===== src/rtl/led_racer_pkg.sv =====
// led_racer_pkg: shared FSM state, GRB word width and colour constants for the LED strip renderer
package led_racer_pkg;
  typedef enum logic [1:0] {IDLE, LATCH, SEND, GAP} state_t;
  localparam int GRB_W = 24;
  localparam logic [GRB_W-1:0] GRB_RED    = 24'h004000;
  localparam logic [GRB_W-1:0] GRB_BLUE   = 24'h000040;
  localparam logic [GRB_W-1:0] GRB_GREEN  = 24'h400000;
  localparam logic [GRB_W-1:0] GRB_YELLOW = 24'h404000;
  localparam logic [GRB_W-1:0] GRB_WHITE  = 24'h404040;
  localparam logic [GRB_W-1:0] GRB_OFF    = 24'h000000;
  function automatic logic [GRB_W-1:0] player_color(input logic [1:0] p);
    return p == 2'd0 ? GRB_RED : p == 2'd1 ? GRB_BLUE : p == 2'd2 ? GRB_GREEN : GRB_YELLOW;
  endfunction
endpackage


===== src/rtl/ws2812_bit_tx.sv =====
// ws2812_bit_tx: drives one WS2812 bit waveform per start, done pulses on the bit's last clock
module ws2812_bit_tx #(
  parameter int BIT_CLK_COUNT = 62,
  parameter int T0H_CLK_COUNT = 20,
  parameter int T1H_CLK_COUNT = 40
) (
  input  logic clk,
  input  logic reset,
  input  logic start,
  input  logic bit_in,
  output logic data,
  output logic done
);
  localparam int CW = $clog2(BIT_CLK_COUNT);
  logic [CW-1:0] cnt;
  logic active;
  assign done = active && cnt == CW'(BIT_CLK_COUNT - 1);
  // bit_in is held by the caller for the whole bit, so the high time follows it directly
  assign data = active && cnt < (bit_in ? CW'(T1H_CLK_COUNT) : CW'(T0H_CLK_COUNT));
  always_ff @(posedge clk)
    if (reset) begin
      active <= 1'b0;
      cnt <= '0;
    end else if (start) begin
      active <= 1'b1;
      cnt <= '0;
    end else if (done)
      active <= 1'b0;
    else if (active)
      cnt <= cnt + CW'(1);
endmodule


===== src/rtl/led_strip_renderer.sv =====
// led_strip_renderer: snapshots game state on refresh and streams one GRB frame onto a WS2812 line
// Define LED_COLOR_BLEND_EN to OR overlapping players instead of fixed red>blue>green>yellow priority.
module led_strip_renderer
  import led_racer_pkg::*;
#(
  parameter int MAX_POS         = 16,
  parameter int BIT_CLK_COUNT   = 62,
  parameter int T0H_CLK_COUNT   = 20,
  parameter int T1H_CLK_COUNT   = 40,
  parameter int RESET_CLK_COUNT = 2500
) (
  input  logic                       clk,
  input  logic                       reset,
  input  logic [$clog2(MAX_POS)-1:0] red_cur_pos,
  input  logic [$clog2(MAX_POS)-1:0] blue_cur_pos,
  input  logic [$clog2(MAX_POS)-1:0] green_cur_pos,
  input  logic [$clog2(MAX_POS)-1:0] yellow_cur_pos,
  input  logic                       red_ready_to_play,
  input  logic                       blue_ready_to_play,
  input  logic                       green_ready_to_play,
  input  logic                       yellow_ready_to_play,
  input  logic                       is_in_menu,
  input  logic [2:0]                 countdown,
  input  logic                       refresh,
  output logic                       led_data,
  output logic                       busy
);
  localparam int POS_W = $clog2(MAX_POS);
  localparam int GAP_W = $clog2(RESET_CLK_COUNT);
  state_t state;
  logic pending, done, start, bit_in, last_bit, go;
  logic [4:0] bit_idx;
  logic [POS_W-1:0] led_idx;
  logic [GAP_W-1:0] gap_cnt;
  logic [POS_W-1:0] pos_q [4];
  logic [3:0] rdy_q;
  logic menu_q;
  logic [2:0] cd_q;
  logic [GRB_W-1:0] race_word, menu_word;
  always_ff @(posedge clk)
    if (state == LATCH) begin
      pos_q <= '{red_cur_pos, blue_cur_pos, green_cur_pos, yellow_cur_pos};
      rdy_q <= {yellow_ready_to_play, green_ready_to_play, blue_ready_to_play, red_ready_to_play};
      menu_q <= is_in_menu;
      cd_q <= countdown;
    end
  // scanning yellow first lets red overwrite last when priority is fixed
  always_comb begin
    race_word = GRB_OFF;
    for (int k = 3; k >= 0; k--)
      if (pos_q[k] == led_idx)
`ifdef LED_COLOR_BLEND_EN
        race_word = race_word | player_color(2'(k));
`else
        race_word = player_color(2'(k));
`endif
  end
  assign menu_word = int'(led_idx) + int'(cd_q) >= MAX_POS ? GRB_WHITE :
                     int'(led_idx) < 4 && rdy_q[led_idx[1:0]] ? player_color(led_idx[1:0]) : GRB_OFF;
  assign bit_in = menu_q ? menu_word[bit_idx] : race_word[bit_idx];
  assign last_bit = bit_idx == '0 && led_idx == POS_W'(MAX_POS - 1);
  assign start = state == LATCH || (state == SEND && done && !last_bit);
  assign go = pending || refresh;
  always_ff @(posedge clk)
    if (reset) begin
      state <= GAP;
      busy <= 1'b0;
      pending <= 1'b0;
      gap_cnt <= '0;
      led_idx <= '0;
      bit_idx <= '0;
    end else
      case (state)
        IDLE: begin
          state <= refresh ? LATCH : IDLE;
          busy <= refresh;
        end
        LATCH: begin
          state <= SEND;
          pending <= refresh;
          led_idx <= '0;
          bit_idx <= 5'(GRB_W - 1);
        end
        SEND: begin
          pending <= go;
          if (done) begin
            state <= last_bit ? GAP : SEND;
            led_idx <= bit_idx == '0 && !last_bit ? led_idx + POS_W'(1) : led_idx;
            bit_idx <= bit_idx == '0 ? 5'(GRB_W - 1) : bit_idx - 5'd1;
          end
        end
        GAP:
          if (!busy) begin
            busy <= 1'b1;
            pending <= go;
          end else if (gap_cnt == GAP_W'(RESET_CLK_COUNT - 1)) begin
            state <= go ? LATCH : IDLE;
            busy <= go;
            pending <= 1'b0;
            gap_cnt <= '0;
          end else begin
            gap_cnt <= gap_cnt + GAP_W'(1);
            pending <= go;
          end
      endcase
  ws2812_bit_tx #(
    .BIT_CLK_COUNT(BIT_CLK_COUNT),
    .T0H_CLK_COUNT(T0H_CLK_COUNT),
    .T1H_CLK_COUNT(T1H_CLK_COUNT)
  ) u_tx (
    .clk(clk),
    .reset(reset),
    .start(start),
    .bit_in(bit_in),
    .data(led_data),
    .done(done)
  );
endmodule


===== config.mk =====
export PLATFORM = sky130hd
export DESIGN_NAME = led_strip_renderer
export DESIGN_NICKNAME = d
export VERILOG_FILES = /design/src/rtl/led_racer_pkg.sv /design/src/rtl/ws2812_bit_tx.sv /design/src/rtl/led_strip_renderer.sv
export SDC_FILE = /design/constraint.sdc
export NUM_CORES = 1
export LEC_CHECK = 0
export ABC_CLOCK_PERIOD_IN_PS = 2780
export CORE_MARGIN = 2
export CORE_UTILIZATION = 30
export CTS_CLUSTER_SIZE = 28
export DETAILED_ROUTE_END_ITERATION = 10
export HOLD_SLACK_MARGIN = 0.03
export PLACE_DENSITY = 0.48
export SLEW_MARGIN = 20
export SYNTH_ARGS = -nofsm -noshare
export SYNTH_HDL_FRONTEND = slang
export SYNTH_SLANG_ARGS = --single-unit

===== constraint.sdc =====
create_clock -name clk -period 2.78 [get_ports clk]
set_clock_uncertainty 0.05 [all_clocks]
set_input_delay 0.278 -clock clk [delete_from_list [all_inputs] [get_ports clk]]
set_output_delay 0.278 -clock clk [all_outputs]
set_load 0.03 [all_outputs]

==> key figures, run 1 <==
Worst setup path
  • Critical path class: flip-flop to output pin
  • Largest delay share family, worst path: compound AO/OA/AOI/OAI gates
  • CP required: 2.45 ns
  • Crit path depth: 11
  • Worst-path fanout max: 5
  • R2R depth: 5
  • CP max-delay cell: dfxtp_2
  • Crit path cell chain: buf_6 > xor2_2 > nor4_4 > o2111ai_2 > a211oi_2 > o21ai_2 > ha_4 > a211oi_4 > nand2_2 > o311ai_4 > buf_6
  • Critical path launch point type: flip-flop
  • Worst path most repeated cell: buf_6
  • Crit path arrival time: 3.01 ns
  • Worst Path Buf+Inv: 2
  • CP max stage delay: 0.34 ns
  • Crit path capture type: output pin

STA
  • Worst hold slack: 0.441 ns
  • RSZ-0062 raised after global routing: yes
  • Final period utilization: 1.20
  • Slew headroom: 0.694
  • Hold Fails Final Rpt: 0
  • Smallest setup slack after layout: -0.554 ns
  • Fin. max-slew vios: 0
  • Worst Max-Slew Pin Slew: 0.458 ns
  • Fin crit period: 3.33 ns
  • Setup TNS: -0.554 ns
  • # setup viols final: 1
  • F_max: 0.300 GHz

Clock network
  • Longest Clk Path Bufs: 2
  • Worst-skew pair later-pin latency: 0.32 ns
  • Depth of the CTS H-tree: 2
  • CTS root buf: clkbuf_8
  • Clock transition at path regs: 0.12 ns
  • Clk sinks: 56
  • Num CTS Buffers: 5
  • CTS tree: yes

Synth
  • Synth Flop Type: dfxtp_1
  • Area of the mapped netlist: 3000 µm²
  • Seq/Total Area, Yosys: 0.454
  • EDFF count, synth: 24
  • Post-synth cell types: 60
  • Asr flop ratio synth: 0
  • Syn Area/Cell: 11.0 µm²
  • Syn Nets: 317
  • Post-Syn Instances: 273
  • FF+latch count, synth: 56
  • Synth Warn #: 0

Finish
  • Layout cell share with drive strength beyond 1: 0.215
  • Layout area overhead: 23.7%
  • # diodes: 0
  • Sequential cell area: 1370 µm²
  • Post-route cell area: 3710 µm²
  • NumNets Final: 364
  • Most frequent cells in the layout: dfxtp_1, clkdlybuf4s50_1, nor2_1
  • Multi-input gate area: 1590 µm²
  • Commonest non-fill, non-tap cell in the layout: dfxtp_1
  • Fill count: 1000

Die
  • IO Count: 29
  • Core area: 9730 µm²
  • Die ar.: 10800 µm²
  • Chip width: 104 µm
  • Rows: 36
  • Die Height: 104 µm
  • Starting density of the core: 0.308

Routing
  • DRT Pass-1 Iters: 6
  • Vias: 2118
  • WL final: 5910 µm
  • Drt first-iter violations: 37
  • Vias per cell: 4.67
  • WL/cell: 13.0 µm
  • Remaining DRCs: 0
  • Antenna-violating nets left: 0

Placed design
  • Global placer's final weighted congestion: 0.749
  • Port Buf Inserts: 28
  • Placed instance area: 3560 µm²
  • DPL Wire Length: 4370 µm

Pwr
  • NetSw: 854 µW
  • Power share of the combinational group: 0.338
  • Power per cell area: 651 nW/µm²
  • Sequential power share: 0.464
  • Leak: 1.34 nW
  • VDD IR-drop max: 0.000404 V
  • Cell-internal power: 1.56 mW
  • Clk network pwr share: 0.198
  • Net Sw Frac: 0.354

GRT
  • GR Util All Layers: 0.114
  • Largest net degree at the start of global routing: 27
  • Grt met1 use: 0.153
  • Initial antenna violation count: 0
  • Grt met3 use: 0.0288
  • Busiest grt layer: met2
  • Overflow after GRT: 0
  • GR Util met2: 0.185
  • First-pass GRT wire length: 10100 µm
  • Vias in the first global route: 2088

Worst hold path
  • WHS Path Cells: 2
  • HP Class: flip-flop to flip-flop

Outcome
  • Status: finished with violations
  • Failing checks: negative setup slack

Flow run
  • Maxcap violations: 0
[logic make-up (layout without fill, tap and decap cells)]
family / Yosys count / after routing / share of synthesized area
XOR/XNOR: 30 / 30 / 0.0977
multiplexers: 4 / 4 / 0.0175
AND/OR/NAND/NOR: 97 / 97 / 0.195
buffers and inverters: 21 / 69 / 0.0405
adder cells (fa/ha/maj): 17 / 17 / 0.0710
flip-flops: 56 / 56 / 0.454
AO/OA/AOI/OAI: 48 / 48 / 0.123
[power by group through the flow]
stage,logic (mW),registers [mW],clock network [mW]
final,0.814,1.12,0.477
after global routing,0.907,1.14,0.535
after CTS,0.812,1.12,0.506
after detailed placement,0.802,1.14,0
after global placement,0.797,1.14,0
after floorplan,0.568,1.13,0
[synth_stat cells (5+ instances only)]
master    number  area share
a21oi_1       11       0.018
a311oi_1       5       0.015
and3_1         8       0.017
buf_6          5       0.019
dfxtp_1       32        0.21
edfxtp_1      24        0.24
ha_1          17       0.071
inv_1         11       0.014
nand2_1       15       0.019
nand3_1        7       0.012
nand4_1        8       0.017
nor2_1        25       0.031
nor3_1         6       0.010
o21ai_0        8       0.013
xnor2_1       15       0.044
xor2_1        11       0.032
[through the flow]
step	total power [mW]	util	instances	worst slack [ns]
floorplan	1.70	-	273	-0.0161
finish	2.41	0.381	454	-0.554
global placement	1.94	0.366	445	-0.204
detailed placement	1.94	0.366	445	-0.245
global route	2.58	0.381	454	-0.742
CTS	2.44	0.376	453	-0.581
[timing repair]
action,CTS,global route
setup endpoints to repair,1,1
pin swaps,2,7
hold buffers,0,0
cloned,0,0
buffers inserted,0,1
resized for setup,1,7
[flip-flops by register name (all words and copies together) (netlist names)]
| signal | cells |
|---|---|
| gap_cnt | 12 |
| cd_q | 3 |
| pending | 1 |
| pos_q | 16 |
| state | 2 |
| u_tx.active | 1 |
| bit_idx | 5 |
| u_tx.cnt | 6 |
| busy | 1 |
| rdy_q | 4 |
| led_idx | 4 |
| menu_q | 1 |
[path summary, 6_finish.rpt]
path / from / slack, ns / end
min reg2reg: gap_cnt[11]$_SDFFE_PP0P_ / 0.44 / gap_cnt[11]$_SDFFE_PP0P_
max: led_idx[1]$_SDFFE_PP0P_ / -0.55 / led_data
min: gap_cnt[11]$_SDFFE_PP0P_ / 0.44 / gap_cnt[11]$_SDFFE_PP0P_
max reg2reg: state[0]$_SDFFE_PP1P_ / 0.80 / led_idx[2]$_SDFFE_PP0P_
[worst reg2reg max path, delay by kind of cell (launching register included)]
family / cells / cell delay (ns)
and+or+nand+nor: 1 / 0.53
AOI/OAI and AO/OA: 2 / 0.52
DFF: 1 / 0.35
adders and majority gates: 1 / 0.32
buffers and inverters: 1 / 0.11
[routing by layer]
| layer | vias up | routed length [µm] | share of wire |
|---|---|---|---|
| li1 | 1091 | - | - |
| met1 | 994 | 2920 | 0.49 |
| met2 | 28 | 2740 | 0.46 |
| met3 | 5 | 198 | 0.033 |
| met4 | 0 | 56 | 0.0095 |
| met5 | - | 0 | 0 |
[cell type report]
type,instances,area share
clock buffers,5,0.0186
clock inverters,3,0.00743
inverters,11,0.0111
multi-input cells,196,0.428
flip-flops and latches,56,0.368
well taps,133,0.0449
repair buffers,50,0.122
No activity file was read; power rests on OpenSTA's default activity.
==> run 2, diff against run 1 <==
DONT_BUFFER_PORTS = 1   (was default)
PLACE_DENSITY = 0.44   (was 0.48)
SLEW_MARGIN = 15   (was 20)
==> run 2 against run 1 <==
Net effect: the run still ends with negative setup slack left; fmax up 0.67%; non-clock buffer count down 3; global-route usage about the same; critical path type unchanged; largest power group unchanged; sequential power about the same; design area down 0.54%; power up 1.2%; clock power up 4.8%; worst setup slack better by 0.022 ns; utilization down 0.21 points; first-iteration DRC count up 65%.
==> key figures, run 2 (same netlist as run 1, synthesis figures left out) <==
STA
  • # setup viols final: 1
  • Fin crit period: 3.31 ns
  • Smallest setup slack after layout: -0.532 ns
  • RSZ-0062 raised after global routing: yes
  • Final period utilization: 1.19
  • Worst Max-Slew Pin Slew: 0.763 ns
  • Slew headroom: 0.490
  • Fin. max-slew vios: 0
  • F_max: 0.302 GHz
  • Hold Fails Final Rpt: 0

Worst setup path
  • CP required: 2.45 ns
  • CP max stage delay: 0.42 ns
  • Crit path capture type: output pin
  • Critical path class: flip-flop to output pin
  • Worst-path fanout max: 2
  • Crit path arrival time: 2.98 ns
  • Worst path most repeated cell: a211oi_2
  • Critical path launch point type: flip-flop
  • Crit path cell chain: xor2_2 > nor4_4 > o2111ai_2 > a211oi_2 > o21ai_2 > ha_1 > a211oi_2 > nand2_2 > o311ai_4 > buf_12
  • Worst Path Buf+Inv: 1
  • CP max-delay cell: edfxtp_1
  • Largest delay share family, worst path: compound AO/OA/AOI/OAI gates

Die
  • IO Count: 29
  • Die ar.: 10800 µm²
  • Rows: 36
  • Core area: 9730 µm²
  • Starting density of the core: 0.308
  • Die Height: 104 µm
  • Chip width: 104 µm

GRT
  • GR Util All Layers: 0.114
  • Largest net degree at the start of global routing: 26
  • Busiest grt layer: met2
  • Grt met1 use: 0.165
  • Grt met3 use: 0.0213
  • Overflow after GRT: 0
  • Vias in the first global route: 2066
  • First-pass GRT wire length: 10100 µm
  • GR Util met2: 0.177
  • Initial antenna violation count: 0

Finish
  • NumNets Final: 361
  • Commonest non-fill, non-tap cell in the layout: dfxtp_1
  • Most frequent cells in the layout: dfxtp_1, nor2_1, dlygate4sd3_1
  • Utilization after layout: 0.379
  • Max FFs per register: 16
  • Layout area overhead: 23.1%
  • Sequential cell area: 1360 µm²
  • Multi-input gate area: 1560 µm²
  • Largest regs: pos_q (16), gap_cnt (12), u_tx.cnt (6)
  • Fill count: 993
  • # diodes: 0
  • Layout cell share with drive strength beyond 1: 0.204
  • Post-route cell area: 3690 µm²
  • Largest Register: pos_q

Clock network
  • Longest Clk Path Bufs: 2
  • Worst-skew pair later-pin latency: 0.31 ns
  • Num CTS Buffers: 5
  • CTS root buf: clkbuf_8
  • Depth of the CTS H-tree: 2
  • Clk sinks: 56
  • Clock transition at path regs: 0.11 ns
  • Setup bufs post-CTS: 0
  • CTS tree: yes

Routing
  • WL final: 5950 µm
  • Antenna-violating nets left: 0
  • DRT Pass-1 Iters: 4
  • Drt first-iter violations: 61
  • Remaining DRCs: 0
  • WL/cell: 13.2 µm
  • Vias: 2079
  • Vias per cell: 4.61

Pwr
  • Leak: 1.35 nW
  • Power per cell area: 662 nW/µm²
  • Cell-internal power: 1.60 mW
  • Sequential power share: 0.454
  • Power share of the combinational group: 0.342
  • Net Sw Frac: 0.346
  • Design Power: 2.44 mW
  • Clk network pwr share: 0.205
  • NetSw: 844 µW
  • VDD IR-drop max: 0.000435 V

Placed design
  • Global placer's final weighted congestion: 0.744
  • DPL Wire Length: 4300 µm
  • Pre-CTS setup slack: -0.267 ns
  • Port Buf Inserts: 0
  • Placed instance area: 3330 µm²

Worst hold path
  • HP Class: input port to flip-flop

Outcome
  • Status: finished with violations
  • Failing checks: negative setup slack

Flow run
  • Maxcap violations: 0
-- run 2: cell types whose count changed in the layout (fill, tap and decap cells not counted), moves of 2 or more --
cell | before | now
dlygate4sd3_1 | 0 | 25
buf_6 | 2 | 0
clkdlybuf4s50_1 | 27 | 0
buf_12 | 0 | 3
buf_4 | 21 | 19
-- run 2: worst paths after layout --
path,cells after the start,end,slack [ns],startpoint
worst min register to register,2,gap_cnt[1]$_SDFFE_PP0P_,0.44,gap_cnt[1]$_SDFFE_PP0P_
worst max register to register,5,led_idx[2]$_SDFFE_PP0P_,0.74,state[0]$_SDFFE_PP1P_
worst min-delay path,2,busy$_SDFFE_PP0P_,0.12,refresh
worst max-delay path,10,led_data,-0.53,pos_q[2]$_DFFE_PP_
-- run 2: what timing repair did --
action / in CTS / in global routing
endpoints found under the hold margin: 40 / 0
gates resized for setup: 0 / 2
pin swaps: 2 / 0
hold buffers: 25 / 0
endpoints found under the setup margin: 1 / 1
-- run 2: metrics by stage --
step	std cells	TNS [ns]	hold slack [ns]
finish	451	-0.532	0.125
global route	451	-0.726	0.120
CTS	451	-0.582	0.108
detailed placement	418	-0.267	0.303
global placement	418	-0.227	0.302
floorplan	273	-0.0161	0.327
-- run 2: final cells by class --
cell class	count	area share
clock inverter	3	0.00883
timing repair buffer	47	0.123
sequential	56	0.370
tap	133	0.0451
clock buffer	5	0.0187
inverter	11	0.0112
multi-input combinational	196	0.423
-- run 2: routing by layer --
layer	share of wire	vias to the layer above
li1	-	1084
met1	0.54	968
met2	0.43	25
met3	0.023	2
met4	0.0057	0
met5	0	-
-- run 2: power groups by stage --
stage | Combinational, mW | Clock [mW] | Sequential (mW)
3_3_place_gp | 0.799 | 0 | 1.13
4_1_cts | 0.840 | 0.521 | 1.11
5_1_grt | 0.932 | 0.557 | 1.13
6_report | 0.834 | 0.500 | 1.11
3_5_place_dp | 0.801 | 0 | 1.13
2_1_floorplan | 0.568 | 0 | 1.13
==> run 3, diff against run 2 <==
PLACE_DENSITY = default   (was 0.44)
PLACE_DENSITY_LB_ADDON = 0.3   (was default)
==> run 3 against run 2 <==
Net effect: largest cell class unchanged; cell count stayed put; hold slack gained 0.032 ns; critical path depth up 1; the run still ends with negative setup slack left; first-iteration DRC count is 15% higher; die area unchanged; critical path type unchanged.
==> key figures, run 3 (same netlist as run 1, synthesis figures left out) <==
Routing
  • Drt first-iter violations: 70
  • DRT Pass-1 Iters: 4
  • Vias per cell: 4.78
  • Vias: 2154
  • Antenna-violating nets left: 0
  • Remaining DRCs: 0
  • WL/cell: 13.0 µm
  • WL final: 5860 µm

Worst setup path
  • Worst Path Buf+Inv: 3
  • Worst-path fanout max: 5
  • Critical path launch point type: flip-flop
  • R2R depth: 5
  • Worst path most repeated cell: buf_12
  • Crit path arrival time: 3.00 ns
  • CP required: 2.45 ns
  • Critical path class: flip-flop to output pin
  • Worst r2r dst: led_idx[2]$_SDFFE_PP0P_
  • Crit path capture type: output pin
  • Crit path launch: led_idx[0]$_SDFFE_PP0P_
  • FF-to-FF setup slack: 0.74 ns
  • Critical R2R Launch: state[0]$_SDFFE_PP1P_
  • Crit path depth: 11
  • CP max-delay cell: mux4_2
  • Largest delay share family, worst path: compound AO/OA/AOI/OAI gates
  • Worst setup path endpoint: led_data
  • CP max stage delay: 0.51 ns
  • Crit path cell chain: buf_12 > mux4_2 > a41oi_2 > nor3_2 > buf_4 > o21a_1 > ha_1 > a211oi_2 > nand2_1 > o311ai_4 > buf_12

Die
  • Chip width: 104 µm
  • Die Height: 104 µm
  • Core area: 9730 µm²
  • Die ar.: 10800 µm²
  • IO Count: 29
  • Rows: 36
  • Starting density of the core: 0.308

STA
  • F_max: 0.301 GHz
  • # setup viols final: 1
  • RSZ-0062 raised after global routing: yes
  • Slew headroom: 0.490
  • Smallest setup slack after layout: -0.547 ns
  • Worst Max-Slew Pin Slew: 0.763 ns
  • Fin crit period: 3.33 ns
  • Fin. max-slew vios: 0
  • Hold Fails Final Rpt: 0
  • Final period utilization: 1.20

Clock network
  • CTS root buf: clkbuf_8
  • Num CTS Buffers: 5
  • Worst-skew pair later-pin latency: 0.31 ns
  • Depth of the CTS H-tree: 2
  • Clock transition at path regs: 0.11 ns
  • Longest Clk Path Bufs: 2
  • CTS tree: yes
  • Clk sinks: 56

Pwr
  • VDD IR-drop max: 0.000438 V
  • Design Power: 2.40 mW
  • Power per cell area: 654 nW/µm²
  • Leak: 1.34 nW

GRT
  • Vias in the first global route: 2177
  • Overflow after GRT: 0
  • Initial antenna violation count: 0
  • Largest net degree at the start of global routing: 26
  • First-pass GRT wire length: 10000 µm
  • GR Util All Layers: 0.112

Outcome
  • Failing checks: negative setup slack
  • Status: finished with violations

Finish
  • # diodes: 0
  • Sequential cell area: 1370 µm²
  • Multi-input gate area: 1570 µm²
  • Commonest non-fill, non-tap cell in the layout: dfxtp_1
  • Layout area overhead: 22.7%
  • NumNets Final: 361
  • Largest regs: pos_q (16), gap_cnt (12), u_tx.cnt (6)
  • Max FFs per register: 16
  • Utilization after layout: 0.378
  • Largest Register: pos_q
  • Layout cell share with drive strength beyond 1: 0.204
  • Fill count: 983
  • Cell Count, Final, Fillers Out: 451
  • Most frequent cells in the layout: dfxtp_1, nor2_1, dlygate4sd3_1
  • Post-route cell area: 3670 µm²

Worst hold path
  • HP Class: input port to flip-flop

Placed design
  • Pre-CTS setup slack: -0.218 ns
  • Placed instance area: 3300 µm²
  • DPL Wire Length: 4160 µm
  • Post-Place Cells: 416
  • Global placer's final weighted congestion: 0.792
  • Port Buf Inserts: 0

Flow run
  • Maxcap violations: 0
run 3: layout make-up:
cell class / count / share of cell area
tap: 133 / 0.0453
multi-input combinational: 196 / 0.426
clock buffer: 5 / 0.0187
sequential: 56 / 0.372
inverter: 11 / 0.0112
timing repair buffer: 47 / 0.120
clock inverter: 3 / 0.00715
run 3: routing by layer:
layer	part of all wire	track usage	wire length, µm	vias to the layer above
met3	0.040	0.0232	234	5
li1	-	-	-	1083
met5	0	0	0	-
met1	0.48	0.146	2830	1029
met2	0.47	0.192	2750	37
met4	0.0075	0.0241	44	0
run 3: timing repair:
action,4_1_cts,5_1_grt
hold buffers,25,0
buffers inserted,0,2
hold endpoints to repair,40,0
resized for setup,0,3
endpoints found under the setup margin,1,1
cloned,0,0
pin swaps,2,1
run 3: power breakdown:
part           internal, mW  total (mW)  switching (mW)
Sequential             1.02        1.12           0.102
Clock                 0.184       0.473           0.289
Combinational         0.349       0.811           0.461
run 3: how the worst min path moves through the flow:
stage,depth (start not counted),start,to,slack (ns)
2_1_floorplan,0,countdown[0],cd_q[0]$_DFFE_PP_,0.33
3_3_place_gp,1,reset,led_idx[0]$_SDFFE_PP0P_,0.30
3_5_place_dp,1,reset,led_idx[0]$_SDFFE_PP0P_,0.30
4_1_cts,2,refresh,busy$_SDFFE_PP0P_,0.14
5_1_grt,2,refresh,busy$_SDFFE_PP0P_,0.17
6_report,2,refresh,busy$_SDFFE_PP0P_,0.16
run 3: metrics by stage:
stage	TNS, ns	hold WS [ns]
4_1_cts	-0.541	0.136
5_1_grt	-0.708	0.171
3_3_place_gp	-0.189	0.301
3_5_place_dp	-0.218	0.301
2_1_floorplan	-0.0161	0.327
6_report	-0.547	0.157
